$ cat config.mk
export PLATFORM = sky130hd
export DESIGN_NAME = sync_fifo_ctrl
export DESIGN_NICKNAME = d
export VERILOG_FILES = /design/src/rtl/sync_fifo_ctrl.sv
export SDC_FILE = /design/constraint.sdc
export NUM_CORES = 1
export LEC_CHECK = 0
export ABC_AREA = 0
export BUFFER_PORTS_ARGS = -buffer_cell sky130_fd_sc_hd__buf_4
export CAP_MARGIN = 40
export CORE_ASPECT_RATIO = 0.8
export CORE_UTILIZATION = 40
export DETAILED_ROUTE_END_ITERATION = 10
export GPL_TIMING_DRIVEN = 0
export PLACE_DENSITY = 0.86
export SETUP_SLACK_MARGIN = 0.05
export SYNTH_ARGS = -nofsm -noshare
export SYNTH_HDL_FRONTEND = slang
export SYNTH_SLANG_ARGS = --single-unit
$ cat constraint.sdc
create_clock -name clk -period 8.75 [get_ports clk]
set_clock_uncertainty 0.1 [all_clocks]
set_input_delay 1.75 -clock clk [delete_from_list [all_inputs] [get_ports clk]]
set_output_delay 1.75 -clock clk [all_outputs]
set_load 0.01 [all_outputs]
$ cat src/rtl/sync_fifo_ctrl.sv
// Single-clock FIFO controller driving an external synchronous RAM (read latency 1).
// Tracks occupancy, gates RAM strobes, and flags rejected pushes/pops.
module sync_fifo_ctrl #(
    parameter int DATA_W = 32,
    parameter int ADDR_W = 6
) (
    input  logic              clk,
    input  logic              rst_n,
    input  logic              push,
    input  logic [DATA_W-1:0] push_data,
    input  logic              pop,
    output logic [DATA_W-1:0] pop_data,
    output logic              pop_valid,
    output logic              full,
    output logic              empty,
    output logic [ADDR_W:0]   count,
    output logic              overflow,
    output logic              underflow,
    output logic              ram_we,
    output logic [ADDR_W-1:0] ram_waddr,
    output logic [DATA_W-1:0] ram_wdata,
    output logic              ram_re,
    output logic [ADDR_W-1:0] ram_raddr,
    input  logic [DATA_W-1:0] ram_rdata
);

    localparam logic [ADDR_W:0] DEPTH = {1'b1, {ADDR_W{1'b0}}};

    logic [ADDR_W-1:0] wr_ptr;
    logic [ADDR_W-1:0] rd_ptr;
    logic [ADDR_W:0]   count_r;
    logic              pop_vld_p1;
    logic              overflow_p1;
    logic              underflow_p1;
    logic              push_acc;
    logic              pop_acc;

    // Flags come only from the registered count, never from push/pop.
    assign full  = (count_r == DEPTH);
    assign empty = (count_r == '0);
    assign count = count_r;

    // rst_n gating keeps the RAM strobes low while reset is held.
    assign push_acc = push && !full && rst_n;
    assign pop_acc  = pop && !empty && rst_n;

    assign ram_we    = push_acc;
    assign ram_waddr = wr_ptr;
    assign ram_wdata = push_data;
    assign ram_re    = pop_acc;
    assign ram_raddr = rd_ptr;

    assign pop_data  = ram_rdata;
    assign pop_valid = pop_vld_p1;
    assign overflow  = overflow_p1;
    assign underflow = underflow_p1;

    always_ff @(posedge clk or negedge rst_n) begin
        if (!rst_n) begin
            wr_ptr <= '0;
            rd_ptr <= '0;
        end else begin
            if (push_acc) wr_ptr <= wr_ptr + 1'b1;
            if (pop_acc)  rd_ptr <= rd_ptr + 1'b1;
        end
    end

    always_ff @(posedge clk or negedge rst_n) begin
        if (!rst_n) begin
            count_r <= '0;
        end else begin
            case ({push_acc, pop_acc})
                2'b10:   count_r <= count_r + 1'b1;
                2'b01:   count_r <= count_r - 1'b1;
                default: count_r <= count_r;
            endcase
        end
    end

    // Stage 1: RAM read data returns alongside its qualifier and the reject pulses.
    always_ff @(posedge clk or negedge rst_n) begin
        if (!rst_n) begin
            pop_vld_p1   <= 1'b0;
            overflow_p1  <= 1'b0;
            underflow_p1 <= 1'b0;
        end else begin
            pop_vld_p1   <= pop_acc;
            overflow_p1  <= push && full;
            underflow_p1 <= pop && empty;
        end
    end

endmodule

# Word level (Yosys, flattened, before mapping)
# Index checks and enable logic that the tools add are counted.
# word_totals
wordCells	24
regBits	22
output_inout_bits	90
input_bits	68
# op_classes
eq_ne	3
n_reduce_logical	10
n_addsub	4
n_mux	1
# ops
operator	count
case mux 7 bit (2 select lines)	1
adder 6 x 1 -> 6 bit (second input constant)	2
adder 7 x 1 -> 7 bit (second input constant)	1
== test 7 bit (second input constant)	1
logical NOT 7 bit	1
subtractor 7 x 1 -> 7 bit (second input constant)	1
logical AND 1 bit	6
== test 2 x 1 -> 1 bit (second input constant)	1
== test 2 bit (second input constant)	1
logical NOT 1 bit	2
nonzero test 2 bit	1

# Depth between registers and ports, before layout
# Gate-level depths: netlist of the first run.
# depth
depth_word	6
mapped_depth	11
mapped_depth_nobuf	10

# Worst setup path before layout of the first run
# Ideal clock, no wire load.
# synth_timing
path_kind	input to output
startpoint	input port push
endpoint	output port ram_we
stages	2
arrival_time_ps	2252
slack_ps	4648
cell_sequence	nand2_1 a31oi_1
# synth_between
elab_chain_len	2
# synth_rtl
element	line_no	rtl
start, declared	9	input logic push,
logical AND 1 bit (2 in a row)	44	assign push_acc = push && !full && rst_n;
end, declared	19	output logic ram_we,
# No other way between the ends.

# Worst setup path after layout of the first run
# layout_timing
startpoint	input port rst_n
endpoint	output port ram_we
# layout_between
elab_chain_len	1
# layout_rtl
element	line_no	rtl
start, declared	8	input logic rst_n,
logical AND 1 bit	44	
# No other way between the ends.

==> summary.md, run 1 <==
| Metric | Value |
|---|---|
| Area Overhead vs Synth | 49.5% |
| CORE AREA | 0.00393 mm² |
| Asr flop ratio synth | 1.00 |
| Crit path capture type | primary output |
| Dpl hpwl | 3.08 mm |
| Crit path launch type | input port |
| IO buf count | 93 |
| Worst skew pair latency | 260 ps |
| Post-Route Setup TNS | 0 ps |
| Compound-Gate Fraction of Synth Area | 0.0695 |
| Slew headroom | 0.610 |
| Crit-path max FO | 25 |
| Fmax | 0.213 GHz |
| Largest net degree at the start of global routing | 26 |
| Post-Synth Adder-Cell Area | 0.0710 |
| Syn_nets | 251 |
| First-pass GRT wire length | 5.00 mm |
| Outcome | completed |
| DR DRC count | 0 |
| Inst Count DP | 322 |
| Power, Total | 0.577 mW |
| IO Pins | 158 |
| Clock buffer depth | 2 |
| Peak supply drop | 0.000113 V |
| CTS root buf | clkbuf_8 |
| P_int | 0.365 mW |
| Vias in the first global route | 1160 |
| Final Net Count | 349 |
| H-tree lvl count | 1 |
| Comb pwr share | 0.497 |
| Grt ovf | 0 |
| Num Clock Sinks | 22 |
| Via/cell ratio | 4.35 |
| Crit-path cells | buf_4 -> nand2_1 -> a31oi_1 -> buf_4 |
| Initial antenna violation count | 0 |
| Syn Area/Cell | 9.73 µm² |
| Routed wire length | 3.60 mm |
| Post-Synth XOR/XNOR Area | 0.0724 |
| Worst path most repeated cell | buf_4 |
| Share of cells above drive strength 1 | 0.624 |
| Core Util, Final | 0.644 |
| Initial core utilization | 0.431 |
| Crit share post-route | 0.536 |
| Die width | 74.7 µm |
| # Max-Cap Violations | 0 |
| Power per cell area | 228 mW/mm² |
| Setup violators final | 0 |
| Die Height | 60.2 µm |
| Slowest cell on crit path | a31oi_1 |
| Final Max Slew Viols | 0 |
| Seq pwr share | 0.339 |
| Static leakage | 1.36 nW |
| Post-CTS Setup Bufs | 0 |
| Total CTS buffers | 3 |
| Fin cells | 326 |
| Top Family by Delay on Critical Path | buffers and inverters |
| Post-synth EDFFs | 0 |
| Yosys warning count | 0 |
| Sw Ratio | 0.368 |
| Placement Rows | 20 |
| Worst EP required | 6900 ps |
| Netlist cell types | 36 |
| RSZ-0062 raised after global routing | no |
| Overall global routing resource usage | 0.148 |
| WP data arrival | 2840 ps |
| CTS tree | yes |
| Largest family of logic cells by synthesized area | buffers and inverters |
| CTS Hold Bufs | 0 |
| Crit Path Category | in -> out |
| Final hold vios | 0 |
| Die area | 0.00450 mm² |
| Net switching power figure | 0.213 mW |
| Routed Antenna Nets | 0 |
| Main flop type after synthesis | dfrtp_1 |
| Synth Cell Area | 0.00169 mm² |
| Clock power frac | 0.164 |
| Wire per inst | 11.0 µm |
| Worst Hold Class | reg -> reg |
| Antenna Cells | 0 |
| Cells after Synth | 174 |
| First DRT Iteration DRCs | 23 |
| Vias | 1419 |
| Sequential share of the synthesized area | 0.325 |
| Post-cts resize count | 0 |
| Clock transition at path regs | 80 ps |
| Critical path buffer and inverter count | 2 |
| Worst Tran Pin Value | 582 ps |
| Post-synthesis mux area share | 0.0214 |
| FF+latch count, synth | 22 |
| Minimum clock period | 4690 ps |
| Simple-gate portion of the synthesized area | 0.135 |
| GP Congestion | 0.752 |
| Critical Path Max Stage Delay | 470 ps |
| DRT Pass-1 Iters | 4 |
per-stage QoR:
stage	hold slack [ps]	worst slack (ps)	area, µm²
after floorplan	404	4650	1690
after global placement	360	4040	2460
final	375	4060	2530
after global routing	413	3940	2530
after CTS	385	4050	2530
after detailed placement	372	4050	2460
worst reg2reg max path: stages, from the launching register on:
cell	delay, ps
dfrtp_1	470
nor4_2	360
and3b_1	230
buf_6	140
nor2_4	60
ha_1	300
ha_1	430
or3b_2	460
a211oi_1	210
a211oi_1	100
xnor2_1	130
cells in the mapped netlist, drive strengths merged, types with 4 or more instances:
cell | instances | area, µm²
nor2 | 5 | 26.3
ha | 8 | 100
nand3 | 4 | 20.0
nand2 | 8 | 30.0
a211oi | 5 | 37.5
dfrtp | 22 | 551
inv | 6 | 22.5
o21ai | 5 | 25.0
xor2 | 8 | 70.1
xnor2 | 6 | 52.6
buf | 65 | 492
power groups by stage:
| stage | registers (mW) | clock network (mW) | logic [mW] |
|---|---|---|---|
| global placement | 0.195 | 0 | 0.282 |
| CTS | 0.195 | 0.0974 | 0.290 |
| floorplan | 0.206 | 0 | 0.154 |
| detailed placement | 0.197 | 0 | 0.289 |
| global route | 0.203 | 0.102 | 0.318 |
| finish | 0.196 | 0.0947 | 0.287 |
area by class of cell:
type / instances / area (µm²)
clock inverter: 1 / 30.0
fill: 341 / 1400
tap: 55 / 68.8
inverter: 6 / 22.5
clock buffer: 3 / 41.3
multi-input combinational: 80 / 624
timing repair buffer: 93 / 698
sequential: 22 / 551
buffer: 66 / 495
registers in the layout, summed over array words and instances, names as in the netlist:
signal and cells:
count 7, overflow 1, pop_valid 1, ram_raddr 6, ram_waddr 6, underflow 1
final timing paths:
path / start / endpoint / slack (ps) / cells after the start
worst min-delay path: ram_raddr[5] / ram_raddr[5] / 370 / 1
worst max-delay path: rst_n / ram_we / 4060 / 4
worst min register to register: ram_raddr[5] / ram_raddr[5] / 370 / 1
max in group asynchronous: rst_n / ram_raddr[4] / 7050 / 1
worst max register to register: count[0] / count[6] / 5650 / 10
min in group asynchronous: rst_n / ram_waddr[3] / 1270 / 1
layer usage:
layer  global-route usage  routed length, µm  share of wire  up-vias
met4               0.0647                 59          0.016        0
met2                0.260               1910           0.53       68
met1                0.172               1400           0.39      635
li1                     -                  -              -      710
met3               0.0337                225          0.063        6
met5                    0                  0              0        -
cells in the final DEF (no fill, tap or decap), types with 2 or more instances in the layout:
master | synthesis | layout
nand3_1 | 4 | 4
nor4b_2 | 2 | 2
xnor2_1 | 6 | 6
and2_1 | 2 | 2
nand2b_1 | 3 | 3
buf_4 | 64 | 157
ha_1 | 8 | 8
nor3b_1 | 3 | 3
nand4_1 | 2 | 2
nand2_1 | 8 | 8
a21o_1 | 2 | 2
nor2_1 | 4 | 4
dfrtp_1 | 22 | 22
inv_1 | 6 | 6
xor2_1 | 8 | 8
o21ai_0 | 5 | 5
clkbuf_8 | 0 | 3
a211oi_1 | 5 | 5
a21oi_1 | 2 | 2
logic make-up (layout without fill, tap and decap cells):
group	Yosys count	count (layout)
AO/OA/AOI/OAI	18	18
XOR/XNOR	14	14
buffers and inverters	72	169
AND/OR/NAND/NOR	36	36
adder cells (fa/ha/maj)	9	9
flip-flops	22	22
multiplexers	3	3
No activity file was read; power rests on OpenSTA's default activity.
==> run 2, diff against run 1 <==
--- a/config.mk
+++ b/config.mk
@@ -5,14 +5,14 @@
 export SDC_FILE = /design/constraint.sdc
 export NUM_CORES = 1
 export LEC_CHECK = 0
-export ABC_AREA = 0
+export ABC_AREA = 1
 export BUFFER_PORTS_ARGS = -buffer_cell sky130_fd_sc_hd__buf_4
 export CAP_MARGIN = 40
 export CORE_ASPECT_RATIO = 0.8
-export CORE_UTILIZATION = 40
+export CORE_UTILIZATION = 35
 export DETAILED_ROUTE_END_ITERATION = 10
 export GPL_TIMING_DRIVEN = 0
-export PLACE_DENSITY = 0.86
+export PLACE_DENSITY = 0.78
 export SETUP_SLACK_MARGIN = 0.05
 export SYNTH_ARGS = -nofsm -noshare
 export SYNTH_HDL_FRONTEND = slang
==> constraint.sdc (replaced) <==
create_clock -name clk -period 4.2 [get_ports clk]
set_clock_uncertainty 0.1 [all_clocks]
set_input_delay 0.84 -clock clk [delete_from_list [all_inputs] [get_ports clk]]
set_output_delay 0.84 -clock clk [all_outputs]
set_load 0.01 [all_outputs]
==> run 2 against run 1 <==
Compared with the run above:
- clock-buffer cell count unchanged
- clock power up 38%
- non-clock buffer count down 1
- sequential share of layout area down 0.87 points
- power up 110%
- core utilization down 12 points
- routed wire length up 16%
- critical path depth up 9
- cell count up 20%
- critical endpoint is now count[6]
- largest cell class unchanged
==> summary.md, run 2 <==
| Metric | Value |
|---|---|
| # Max-Cap Violations | 0 (unchanged) |
| Yosys warning count | 0 (unchanged) |
| Slew headroom | 0.767 (was 0.610) |
| Post-placement cell area | 0.00259 mm² (was 0.00246 mm²) |
| First DRT Iteration DRCs | 77 (was 23) |
| Crit path capture type | flip-flop (was primary output) |
| Critical path buffer and inverter count | 3 (was 2) |
| Post-synth EDFFs | 0 (unchanged) |
| Post-Route Setup TNS | 0 ps (unchanged) |
| Dpl hpwl | 3.46 mm (was 3.08 mm) |
| DRT Pass-1 Iters | 4 (unchanged) |
| Asr flop ratio synth | 1.00 (unchanged) |
| Crit-path cells | buf_4 -> nand2_1 -> nor2_4 -> ha_1 -> inv_1 -> fa_1 -> inv_1 -> nand2_1 -> nand2_1 -> nand3_1 -> nand3_1 -> nand3_1 -> nand2_1 (was buf_4 -> nand2_1 -> a31oi_1 -> buf_4) |
| Worst EP required | 4300 ps (was 6900 ps) |
| Die Height | 66.5 µm (was 60.2 µm) |
| FF-to-FF setup slack | 1550 ps (was 5650 ps) |
| Antenna Cells | 0 (unchanged) |
| Synth top area share | 0.303 (was 0.325) |
| Largest net degree at the start of global routing | 25 (was 26) |
| CTS tree | yes (unchanged) |
| Top post-synthesis cells by count | 64 x buf_4, 60 x nand2_1, 22 x dfrtp_1 (was 64 x buf_4, 22 x dfrtp_1, 8 x ha_1, 8 x nand2_1, 8 x xor2_1) |
| Clock transition at path regs | 80 ps (about the same) |
| CTS Hold Bufs | 0 (unchanged) |
| Placement Rows | 23 (was 20) |
| H-tree lvl count | 1 (unchanged) |
| Share of cells above drive strength 1 | 0.515 (was 0.624) |
| Worst path most repeated cell | nand2_1 (was buf_4) |
| IO Pins | 158 (unchanged) |
| Routed Antenna Nets | 0 (unchanged) |
| Total CTS buffers | 3 (unchanged) |
| Outcome | completed (unchanged) |
| Worst Hold Class | in -> async (was reg -> reg) |
| Max reg flops | 7 (unchanged) |
| Setup violators final | 0 (unchanged) |
| Fillers | 497 (was 341) |
| Final Max Slew Viols | 0 (unchanged) |
| Cells after Synth | 232 (was 174) |
| GP Congestion | 0.835 (was 0.752) |
| Crit Path Category | in -> reg (was in -> out) |
| Routed wire length | 4.18 mm (was 3.60 mm) |
| Final hold vios | 0 (unchanged) |
| Peak supply drop | 0.000278 V (was 0.000113 V) |
| Vias | 1683 (was 1419) |
| First-pass GRT wire length | 6.09 mm (was 5.00 mm) |
| Vias in the first global route | 1432 (was 1160) |
| Syn_nets | 309 (was 251) |
| Post-cts resize count | 0 (unchanged) |
| Via/cell ratio | 4.32 (was 4.35) |
| Pre-CTS setup slack | 1000 ps (was 4050 ps) |
| Static leakage | 1.51 nW (was 1.36 nW) |
| Overall global routing resource usage | 0.147 (was 0.148) |
| RSZ-0062 raised after global routing | no (unchanged) |
| Synth area leaders | dfrtp_1 30%, buf_4 26%, nand2_1 12% (was dfrtp_1 33%, buf_4 28%, ha_1 5.9%) |
| Sequential share of the synthesized area | 0.303 (was 0.325) |
| Core Util, Final | 0.526 (was 0.644) |
| CORE AREA | 0.00501 mm² (was 0.00393 mm²) |
| Post-CTS Setup Bufs | 0 (unchanged) |
| Critical Path Max Stage Delay | 390 ps (was 470 ps) |
| Initial core utilization | 0.363 (was 0.431) |
| Highest-count cells in the layout ignoring fill and taps | 157 x buf_4, 60 x nand2_1, 22 x dfrtp_1 (was 157 x buf_4, 22 x dfrtp_1, 8 x nand2_1, 8 x xor2_1, 8 x ha_1) |
| Clock buffer depth | 2 (unchanged) |
| Worst Tran Pin Value | 349 ps (was 582 ps) |
| Die area | 0.00549 mm² (was 0.00450 mm²) |
| WP data arrival | 2990 ps (was 2840 ps) |
| DR DRC count | 0 (unchanged) |
| Main flop type after synthesis | dfrtp_1 (unchanged) |
| Wire per inst | 10.7 µm (was 11.0 µm) |
| Worst skew pair latency | 260 ps (about the same) |
| Fmax | 0.346 GHz |
| Power, Total | 1.18 mW (was 0.577 mW) |
| Most common cell after layout, fill and taps aside | buf_4 (unchanged) |
| Slowest cell on crit path | ha_1 (was a31oi_1) |
| Die width | 82.6 µm (was 74.7 µm) |
| Num Clock Sinks | 22 (unchanged) |
| Area leader, netlist | dfrtp_1 (unchanged) |
| Netlist cell types | 25 (was 36) |
| Final Net Count | 407 (was 349) |
| Grt ovf | 0 (unchanged) |
| Minimum clock period | 2890 ps |
| Crit path launch type | input port (unchanged) |
| Initial antenna violation count | 0 (unchanged) |
| Crit-path max FO | 24 (was 25) |
| Area Overhead vs Synth | 44.9% (was 49.5%) |
| Top Family by Delay on Critical Path | simple AND/OR/NAND/NOR gates (was buffers and inverters) |
| Setup ws final | 1310 ps (was 4060 ps) |
| Syn Area/Cell | 7.84 µm² (was 9.73 µm²) |
| FF+latch count, synth | 22 (unchanged) |
| IO buf count | 93 (unchanged) |
| Crit share post-route | 0.688 |
| Most common cell in the netlist | buf_4 (unchanged) |
| Synth Cell Area | 0.00182 mm² (was 0.00169 mm²) |
| CTS root buf | clkbuf_8 (unchanged) |
| Final instance area | 0.00264 mm² (was 0.00253 mm²) |
| Power per cell area | 449 mW/mm² (was 228 mW/mm²) |
==> run 2: cell types whose count changed in the layout (fill, tap and decap cells not counted), moves of 3 or more <==
cell,delta
xnor2_1,-3
o21ai_1,+4
nand2_1,+52
nand2b_1,-3
nand3_1,+10
a211oi_1,-5
inv_1,+15
==> run 2: routing by layer <==
layer	up-vias	part of all wire	global-route usage
met5	-	0	0
met4	0	0.0045	0.0345
met3	5	0.083	0.0507
met2	63	0.49	0.246
met1	762	0.42	0.182
li1	853	-	-
==> run 2: worst paths after layout <==
path,startpoint,endpoint,cells past startpoint
hold / removal,rst_n,overflow,1
max in group asynchronous,rst_n,pop_valid,1
hold reg to reg,count[0],count[0],1
setup reg to reg,count[4],count[6],15
setup / recovery,rst_n,count[6],13
min in group clk,count[0],count[0],1
==> run 2: cell type report <==
type	count	area (µm²)	area share
plain buffers	65	484	0.184
clock buffers	3	41.3	0.0157
inverters	25	98.8	0.0375
multi-input cells	120	686	0.260
flip-flops and latches	22	551	0.209
well taps	62	77.6	0.0294
repair buffers	93	698	0.265
==> run 2: report_power, final <==
part | internal [mW] | switching, mW
Combinational | 0.318 | 0.350
Clock | 0.0640 | 0.0670
Sequential | 0.292 | 0.0936
==> run 2: logic make-up (layout without fill, tap and decap cells) <==
| group | Yosys count | in the layout | synth area share |
|---|---|---|---|
| adder cells (fa/ha/maj) | 9 | 9 | 0.0660 |
| flip-flops | 22 | 22 | 0.303 |
| AO/OA/AOI/OAI | 14 | 14 | 0.0426 |
| AND/OR/NAND/NOR | 88 | 88 | 0.225 |
| buffers and inverters | 90 | 186 | 0.320 |
| XOR/XNOR | 9 | 9 | 0.0433 |
==> run 2: stage by stage <==
step	std cells	hold WS, ps
detailed placement	387	421
finish	390	362
global route	390	379
floorplan	232	437
CTS	390	375
global placement	387	411
==> run 3, diff against run 2 <==
--- a/config.mk
+++ b/config.mk
@@ -5,11 +5,11 @@
 export SDC_FILE = /design/constraint.sdc
 export NUM_CORES = 1
 export LEC_CHECK = 0
-export ABC_AREA = 1
+export ABC_AREA = 0
 export BUFFER_PORTS_ARGS = -buffer_cell sky130_fd_sc_hd__buf_4
 export CAP_MARGIN = 40
 export CORE_ASPECT_RATIO = 0.8
-export CORE_UTILIZATION = 35
+export CORE_UTILIZATION = 34
 export DETAILED_ROUTE_END_ITERATION = 10
 export GPL_TIMING_DRIVEN = 0
 export PLACE_DENSITY = 0.78
==> constraint.sdc (replaced) <==
create_clock -name clk -period 2.51 [get_ports clk]
set_clock_uncertainty 0.1 [all_clocks]
set_input_delay 0.502 -clock clk [delete_from_list [all_inputs] [get_ports clk]]
set_output_delay 0.502 -clock clk [all_outputs]
set_load 0.01 [all_outputs]
==> run 3 against run 2 <==
Compared with the run above:
- the run now ends with negative setup slack left
- cell count shrank 12%
- register-to-register slack lost 1700 ps
- sequential power grew 82%
- worst setup slack lost 1400 ps
- power grew 82%
- non-clock buffer count grew 13
- via count shrank 12%
- highest routed layer unchanged
==> summary.md, run 3 (same netlist as run 1, synthesis figures left out) <==
| Metric | Value |
|---|---|
| H-tree lvl count | 1 (unchanged) |
| CTS root buf | clkbuf_8 (unchanged) |
| Die Height | 65.1 µm (was 66.5 µm) |
| Share of cells above drive strength 1 | 0.717 (was 0.515) |
| Core Util, Final | 0.585 (was 0.526) |
| Seq pwr share | 0.325 (about the same) |
| Clock power frac | 0.101 (was 0.111) |
| WP data arrival | 2710 ps (was 2990 ps) |
| Max reg flops | 7 (unchanged) |
| Num Clock Sinks | 22 (unchanged) |
| Worst skew pair latency | 260 ps (about the same) |
| Antenna Cells | 0 (unchanged) |
| Slew headroom | 0.709 (was 0.767) |
| Clock transition at path regs | 80 ps (about the same) |
| DRT Pass-1 Iters | 3 (was 4) |
| Minimum clock period | 2630 ps |
| CTS Hold Bufs | 0 (unchanged) |
| GP Congestion | 0.766 (was 0.835) |
| Routed Antenna Nets | 0 (unchanged) |
| Post-Route Setup TNS | -167 ps (was 0 ps) |
| # Max-Cap Violations | 0 (unchanged) |
| Fmax | 0.380 GHz |
| Via/cell ratio | 4.32 (about the same) |
| Inst Count DP | 327 (was 387) |
| R2r endpoint | count[5] (was count[6]) |
| IO buf count | 93 (unchanged) |
| Total CTS buffers | 3 (unchanged) |
| CORE AREA | 0.00468 mm² (was 0.00501 mm²) |
| Setup violators final | 2 (was 0) |
| Final Max Slew Viols | 0 (unchanged) |
| Beginning of the worst register-to-register path | count[2] (was count[4]) |
| Crit Path Category | reg -> reg (was in -> reg) |
| Net switching power figure | 0.832 mW (was 0.511 mW) |
| Outcome | complete, but fails checks (was completed) |
| Initial antenna violation count | 0 (unchanged) |
| Most common cell after layout, fill and taps aside | buf_4 (unchanged) |
| Crit path launch type | flip-flop (was input port) |
| Largest net degree at the start of global routing | 26 (was 25) |
| Worst Tran Pin Value | 436 ps (was 349 ps) |
| RSZ-0062 raised after global routing | yes (was no) |
| Routed wire length | 3.82 mm (was 4.18 mm) |
| Placement Rows | 22 (was 23) |
| First DRT Iteration DRCs | 58 (was 77) |
| IO Pins | 158 (unchanged) |
| Comb pwr share | 0.575 (was 0.564) |
| Vias in the first global route | 1291 (was 1432) |
| DR DRC count | 0 (unchanged) |
| Final Net Count | 361 (was 407) |
| Reg2Reg Depth | 11 (was 15) |
| Worst EP required | 2600 ps (was 4300 ps) |
| Initial core utilization | 0.362 (was 0.363) |
| Vias | 1481 (was 1683) |
| Setup ws final | -119 ps (was 1310 ps) |
| Highest-count cells in the layout ignoring fill and taps | 168 x buf_4, 18 x dfrtp_1, 8 x nand2_1, 8 x xor2_1, 6 x xnor2_1 (was 157 x buf_4, 60 x nand2_1, 22 x dfrtp_1) |
| Crit share post-route | 1.05 |
| Die width | 80.9 µm (was 82.6 µm) |
| Worst Hold Class | in -> async (unchanged) |
| Crit path capture type | flip-flop (unchanged) |
| Die area | 0.00527 mm² (was 0.00549 mm²) |
| Overall global routing resource usage | 0.131 (was 0.147) |
| First-pass GRT wire length | 5.57 mm (was 6.09 mm) |
| Violated checks | negative setup slack |
| P_int | 1.33 mW (was 0.674 mW) |
| Clock buffer depth | 2 (unchanged) |
| Final hold vios | 0 (unchanged) |
| Wire per inst | 11.1 µm (was 10.7 µm) |
| Sw Ratio | 0.385 (was 0.431) |
| Static leakage | 1.42 nW (was 1.51 nW) |
| Peak supply drop | 0.000489 V (was 0.000278 V) |
| Crit-path max FO | 7 (was 24) |
| FF-to-FF setup slack | -120 ps (was 1550 ps) |
| Dpl hpwl | 2.97 mm (was 3.46 mm) |
| CTS tree | yes (unchanged) |
| Fin cells | 343 (was 390) |
| Grt ovf | 0 (unchanged) |
| Area Overhead vs Synth | 61.7% (was 44.9%) |
| Power per cell area | 788 mW/mm² (was 449 mW/mm²) |
==> run 3: repair_timing <==
action,in CTS,in global routing
pin swaps,10,2
cloned,0,0
endpoints found under the setup margin,4,4
buffers inserted,10,2
gates resized for setup,14,8
==> run 3: cell type report <==
type	instances	area [µm²]
Buffer	66	495
Clock buffer	4	45.0
Fill cell	400	1940
Inverter	6	22.5
Multi-Input combinational cell	80	752
Sequential cell	22	556
Tap cell	60	75.1
Timing Repair Buffer	105	792
==> run 3: critical path, stage by stage (launching register included) <==
cell and delay (ps):
dfrtp_2 430, nor4_4 300, and3b_1 210, buf_6 110, nor2_4 40, ha_4 200, buf_6 130, ha_4 210
a211oi_2 220, o21bai_2 100, a2111oi_2 350, nand3b_1 150
==> run 3: power groups by stage <==
stage | logic (mW) | clock network (mW) | registers (mW)
CTS | 1.17 | 0.223 | 0.704
detailed placement | 1.04 | 0 | 0.709
global placement | 1.02 | 0 | 0.700
floorplan | 0.570 | 0 | 0.737
global route | 1.35 | 0.244 | 0.727
finish | 1.24 | 0.217 | 0.701
==> run 3: how the worst max path moves through the flow <==
| stage | start | end | slack, ps | depth (start not counted) |
|---|---|---|---|---|
| after global placement | rst_n | count[5] | -480 | 10 |
| after floorplan | count[2] | count[6] | -110 | 10 |
| after detailed placement | rst_n | count[6] | -480 | 10 |
| final | count[2] | count[5] | -120 | 11 |
| after global routing | count[2] | count[5] | -250 | 11 |
| after CTS | count[2] | count[5] | -50 | 11 |
==> run 3: metal layers <==
metal  vias to the layer above  routed length [µm]  global-route usage
met2                        63                2040               0.232
met1                       684                1530               0.169
li1                        732                   -                   -
met5                         -                   0                   0
met4                         0                  10              0.0335
met3                         2                 237              0.0139
==> run 3: per-stage QoR <==
| stage | hold WS [ps] | setup slack, ps | instance area, µm² | total power, mW |
|---|---|---|---|---|
| CTS | 31.9 | -48.3 | 2700 | 2.10 |
| global placement | 313 | -479 | 2520 | 1.72 |
| floorplan | 106 | -108 | 1750 | 1.31 |
| detailed placement | 313 | -484 | 2520 | 1.75 |
| global route | 34.3 | -253 | 2740 | 2.33 |
| finish | 23.4 | -119 | 2740 | 2.16 |
